`src/rtl/four_bit_decade_pkg.sv`:
```
// Shared constants for the decade counter: digit width, terminal value
// and the active-high {g,f,e,d,c,b,a} seven-segment table.
`timescale 1ns/1ps
package four_bit_decade_pkg;

  localparam int DIGIT_W = 4;
  localparam int SEG_W   = 7;

  localparam logic [DIGIT_W-1:0] DIGIT_MAX = 4'd9;

  localparam logic [SEG_W-1:0] SEG_0     = 7'h3F;
  localparam logic [SEG_W-1:0] SEG_1     = 7'h06;
  localparam logic [SEG_W-1:0] SEG_2     = 7'h5B;
  localparam logic [SEG_W-1:0] SEG_3     = 7'h4F;
  localparam logic [SEG_W-1:0] SEG_4     = 7'h66;
  localparam logic [SEG_W-1:0] SEG_5     = 7'h6D;
  localparam logic [SEG_W-1:0] SEG_6     = 7'h7D;
  localparam logic [SEG_W-1:0] SEG_7     = 7'h07;
  localparam logic [SEG_W-1:0] SEG_8     = 7'h7F;
  localparam logic [SEG_W-1:0] SEG_9     = 7'h6F;
  localparam logic [SEG_W-1:0] SEG_BLANK = 7'h00;

endpackage

```
`src/rtl/four_bit_decade_bcd_to_7seg.sv`:
```
// Combinational BCD digit to seven-segment decoder; non-BCD codes blank
// the display.
`timescale 1ns/1ps
module bcd_to_7seg
  import four_bit_decade_pkg::*;
(
  input  logic [DIGIT_W-1:0] digit,
  output logic [SEG_W-1:0]   seg
);

  always_comb begin
    seg = SEG_BLANK;
    case (digit)
      4'd0:    seg = SEG_0;
      4'd1:    seg = SEG_1;
      4'd2:    seg = SEG_2;
      4'd3:    seg = SEG_3;
      4'd4:    seg = SEG_4;
      4'd5:    seg = SEG_5;
      4'd6:    seg = SEG_6;
      4'd7:    seg = SEG_7;
      4'd8:    seg = SEG_8;
      4'd9:    seg = SEG_9;
      default: seg = SEG_BLANK;
    endcase
  end

endmodule

```
`src/rtl/four_bit_decade.sv`:
```
// Mod-10 up-counter with async active-high reset, terminal-count flag
// and seven-segment decode of the current digit.
`timescale 1ns/1ps
module four_bit_decade
  import four_bit_decade_pkg::*;
(
  input  logic               clk,
  input  logic               rst,
  output logic [DIGIT_W-1:0] out,
  output logic               tc,
  output logic [SEG_W-1:0]   seg
);

  // Wrap at 9 and also recover from any 10..15 upset in one edge.
  always_ff @(posedge clk or posedge rst) begin
    if (rst)
      out <= '0;
    else if (out >= DIGIT_MAX)
      out <= '0;
    else
      out <= out + 4'd1;
  end

  assign tc = (out == DIGIT_MAX);

  bcd_to_7seg u_seg (
    .digit (out),
    .seg   (seg)
  );

endmodule

```
`config.mk`:
```
export PLATFORM = sky130hd
export DESIGN_NAME = four_bit_decade
export DESIGN_NICKNAME = d
export VERILOG_FILES = /design/src/rtl/four_bit_decade_pkg.sv /design/src/rtl/four_bit_decade_bcd_to_7seg.sv /design/src/rtl/four_bit_decade.sv
export SDC_FILE = /design/constraint.sdc
export NUM_CORES = 1
export LEC_CHECK = 0
export ABC_AREA = 1
export ABC_CLOCK_PERIOD_IN_PS = 1700
export CAP_MARGIN = 5
export CORE_AREA = 2 2 39 41
export CTS_CLUSTER_DIAMETER = 150
export DETAILED_ROUTE_END_ITERATION = 7
export DIE_AREA = 0 0 41 43
export SLEW_MARGIN = 20
export SYNTH_ARGS = -nofsm -noshare
export SYNTH_HDL_FRONTEND = slang
export SYNTH_HIERARCHICAL = 1
export SYNTH_SLANG_ARGS = --single-unit
export TNS_END_PERCENT = 100
```
`constraint.sdc`:
```
create_clock -name clk -period 1.7 [get_ports clk]
set_input_delay 0.34 -clock clk [delete_from_list [all_inputs] [get_ports clk]]
set_output_delay 0.34 -clock clk [all_outputs]
set_load 0.01 [all_outputs]
```
* After elaboration in Yosys (flattened, before gate mapping) *
Memories as Yosys holds them, arrays and structs flattened.
Cells that the tools add are included.

word-level totals
  input bits = 2
  memories = 1
  bits in registers = 4
  ROM bits = 112

memories
  name             depth  width  read ports  clocked after Yosys merged registers in  write ports  line                               RTL
  (no name shown)  16     7      1           0                                        0            four_bit_decade_bcd_to_7seg.sv:13  case (digit)

cells by class
  add/sub/neg operators = 1
  $lt $le $gt $ge = 1
  muxes and demuxes = 1
  equality and inequality tests = 1

operator list
  operator             count
  $add 4x1->4 const B  1
  $eq 4x4->1 const B   1
  $ge 4x4->1 const B   1
  $mux 4               1

* Logic depth before layout (Yosys ltp) *
  depth after elaboration = 2
  depth in mapped cells = 7
  depth with buffers taken out = 7

* By module *
Netlist, hierarchy kept.

by module, submodules not included
  module           cells an instance  area an instance (µm²)  times used
  four_bit_decade  26                 219.0                   1
  bcd_to_7seg      39                 210.2                   1

* Worst setup path before layout *
OpenSTA, ideal clock, no wires.

  kind = register to output
  from = register out[0]
  to = output port seg[3]
  arrival time = 1168 ps
  data required time = 1360 ps
  path slack = 192 ps
  cell stages (with the launch flop) = 7
  path through = dfrtp_1 > inv_1 > ha_1 > nand2_1 > nand2_1 > nand2_1 > nand2_1

on the way
  longest elaborated chain between the ends = 1

ends and longest elaborated chain
  what                      line                   RTL
  start: declaration        four_bit_decade.sv:9   output logic [DIGIT_W-1:0] out,
  start signal: assignment  four_bit_decade.sv:21  out <= out + 4'd1;
  $mem_v2 16x7              n/a
  end: declaration          four_bit_decade.sv:11  output logic [SEG_W-1:0] seg

No other way between the ends.

* Final worst setup path *
  from = register out[0]
  to = output port out[0]

No word-level cell between the ends.

==> run summary <==
Outcome - finished clean
WL met1 - 360 µm
Flop2flop setup slack - 370 ps
Max-slew violations - 0
Routed Antenna Nets - 0
Seq/Total Area, Yosys - 23.32%
Die W - 41 µm
R2R Path Start - out[0]
Synthesized area per cell - 6.602 µm²
Post-synth top flop - dfrtp_1
Synth cell count leaders - nand2_1 (28), inv_1 (11), ha_1 (9), dfrtp_1 (4), a21oi_1 (3)
Top Layer Used - met3
Peak VDD IR - 0.0003647 V
Critical Path RT - 1360 ps
Crit path launch - out[0]
Worst EP arrival - 1300 ps
Hold Crit Class - in2async
Period utilization - 96.70%
Sum of negative setup slack - 0 ps
Initial antenna violation count - 0
DR WL met3 - 48 µm
Final core occ - 48.10%
Number of buffers created by CTS - 3
CTS clk-pin slew, worst paths - 40 ps
# hold bufs at CTS - 0
Boundary Pins - 14
Starting Density - 31.01%
Drt first pass iters - 3
Insertion delay to the later sink of the worst-skew pair - 230 ps
Detailed-route DRC error count - 0
Yosys top cell area share - 26.24%
Post-Layout Cell Count - 107
Final WL - 890 µm
Biggest regs - out x4
Worst setup path endpoint - out[0]
DR vias/cell - 4.206
Iter 0 DRT Violations - 3
Gr ovfl total - 0
First-pass GRT wire length - 1386 µm
Vias in the first global route - 369
I/O Buffers - 13
Syn nets - 76
Register-to-Register Path Depth - 6
Ant diodes - 0
CP startpoint kind - register
Async set or reset register ratio after synthesis - 100.0%
Core footprint - 1384 µm²
Largest cells by area after synthesis - ha_1 (26%), nand2_1 (24%), dfrtp_1 (23%)
DR WL/cell - 8.318 µm
CP max stage cell - clkdlybuf4s50_1
Fmax - 608.3 MHz
YS warnings - 6
Via count - 450
Dpl hpwl - 671.5 µm
Cell Pwr Density - 322.3 nW/µm²
Most frequent cell after synthesis - nand2_1
CTS max path bufs - 2
Max H-tree Level - 1
Root buf cell - clkbuf_4
Largest net degree at the start of global routing - 8
Inst Count DP - 102
Routability Congestion - 0.6667
Fillcell total - 160
Fin nets - 104
Distinct cells, synth - 12
Leakage - 0.0003566 µW
Full die area - 1763 µm²
Total Power - 214.5 µW
Worst setup path class - reg2out
Largest register by flop count - out
Layout cells sized above 1 - 36.26%
Die height - 43 µm
Cell taking the most area after synthesis - ha_1
CTS sink cnt - 4
Mapped Cells - 65
CP cell instances - buf_6, clkdlybuf4s50_1
CP Capture Type - output pin
Fin. Hold Viols - 0
Row Count - 14
Slowest cell delay on critical path - 530 ps
Worst slew pin tran - 153.1 ps
Total of max-cap violations - 0
Yosys reg bits - 4
Final setup fails - 0
R2r endpoint - out[0]
Layout overhead on the synthesized area - 55.10%
Max reg flops - 4
Tot GR Track Use - 12.01%
RSZ-0062 raised after global routing - true
Post-route minimum period - 1644 ps
CTS tree - built
Mapped Area - 429.2 µm²
Slew Limit Headroom - 89.69%
Max Clock Skew - 3.334 ps
Met2 routed WL - 481 µm
CP max FO - 6
EDFF count, synth - 0
==> through the flow <==
step | setup WS [ps] | hold WS (ps) | area [µm²]
after CTS | 4.824 | 279.6 | 663.1
after global routing | -8.679 | 311.5 | 665.6
after floorplan | 191.8 | 106.1 | 429.2
final | 56.12 | 282.8 | 665.6
after detailed placement | -140.5 | 528.3 | 639.4
after global placement | -107.3 | 530.3 | 639.4
==> worst max-delay path: cells and delay by family (launching register included) <==
kind	cells	cell delay, ps
buffers and inverters	2	670
flip-flops	1	410
==> metal layers <==
layer | vias up | GRT usage (%)
met4 | 0 | 8.000
met5 | - | 0
met3 | 0 | 4.712
li1 | 249 | -
met2 | 12 | 19.06
met1 | 189 | 12.09
==> cell type report <==
type	count	area, µm²	area share (%)
Multi-Input combinational cell	48	297.8	44.74
Timing Repair Buffer	23	172.7	25.94
Sequential cell	4	101.3	15.23
Inverter	13	51.30	7.707
Clock buffer	3	22.52	3.383
Tap cell	16	20.02	3.008
==> power breakdown <==
part | total (µW) | leakage [µW] | internal [µW] | switching (µW)
clock network | 115 | 0.0000138 | 78.8 | 36.1
registers | 95.7 | 0.0000462 | 95.7 | 0
logic | 3.93 | 0.000297 | 2.14 | 1.79
total | 215 | 0.000357 | 177 | 37.9
==> worst min path at each step <==
stage	depth (start not counted)	endpoint	from	slack, ps
6_report	2	out[2]	rst	280
3_5_place_dp	2	out[3]	rst	530
4_1_cts	2	out[2]	rst	280
5_1_grt	2	out[2]	rst	310
2_1_floorplan	1	out[0]	rst	110
3_3_place_gp	2	out[2]	rst	530
==> cell families (layout without fill, tap and decap cells) <==
logic type | Yosys count | count (layout) | share of synthesized area (%)
buffers and inverters | 13 | 39 | 11.37
AOI/OAI and AO/OA | 4 | 4 | 4.663
and+or+nand+nor | 35 | 35 | 34.40
DFF | 4 | 4 | 23.32
adders and majority gates | 9 | 9 | 26.24
==> layout by cell type, fill, tap and decap left out <==
cell type,n
nand3_2,1
buf_4,8
o21ai_0,1
clkdlybuf4s50_1,5
dfrtp_2,1
ha_2,1
inv_2,3
nand2_1,27
clkbuf_4,3
buf_2,6
clkbuf_2,2
inv_4,1
nor2_1,1
ha_1,7
ha_4,1
buf_6,2
nand2_2,3
dfrtp_1,3
nand3_1,2
nor2_2,1
a21oi_1,3
inv_1,9
==> timing repair <==
item                       CTS  global route
setup endpoints to repair   10             8
gates resized for setup     29            10
pin swaps                    0             2
buffers inserted             2             0
Power figures use the tool's default switching activity.
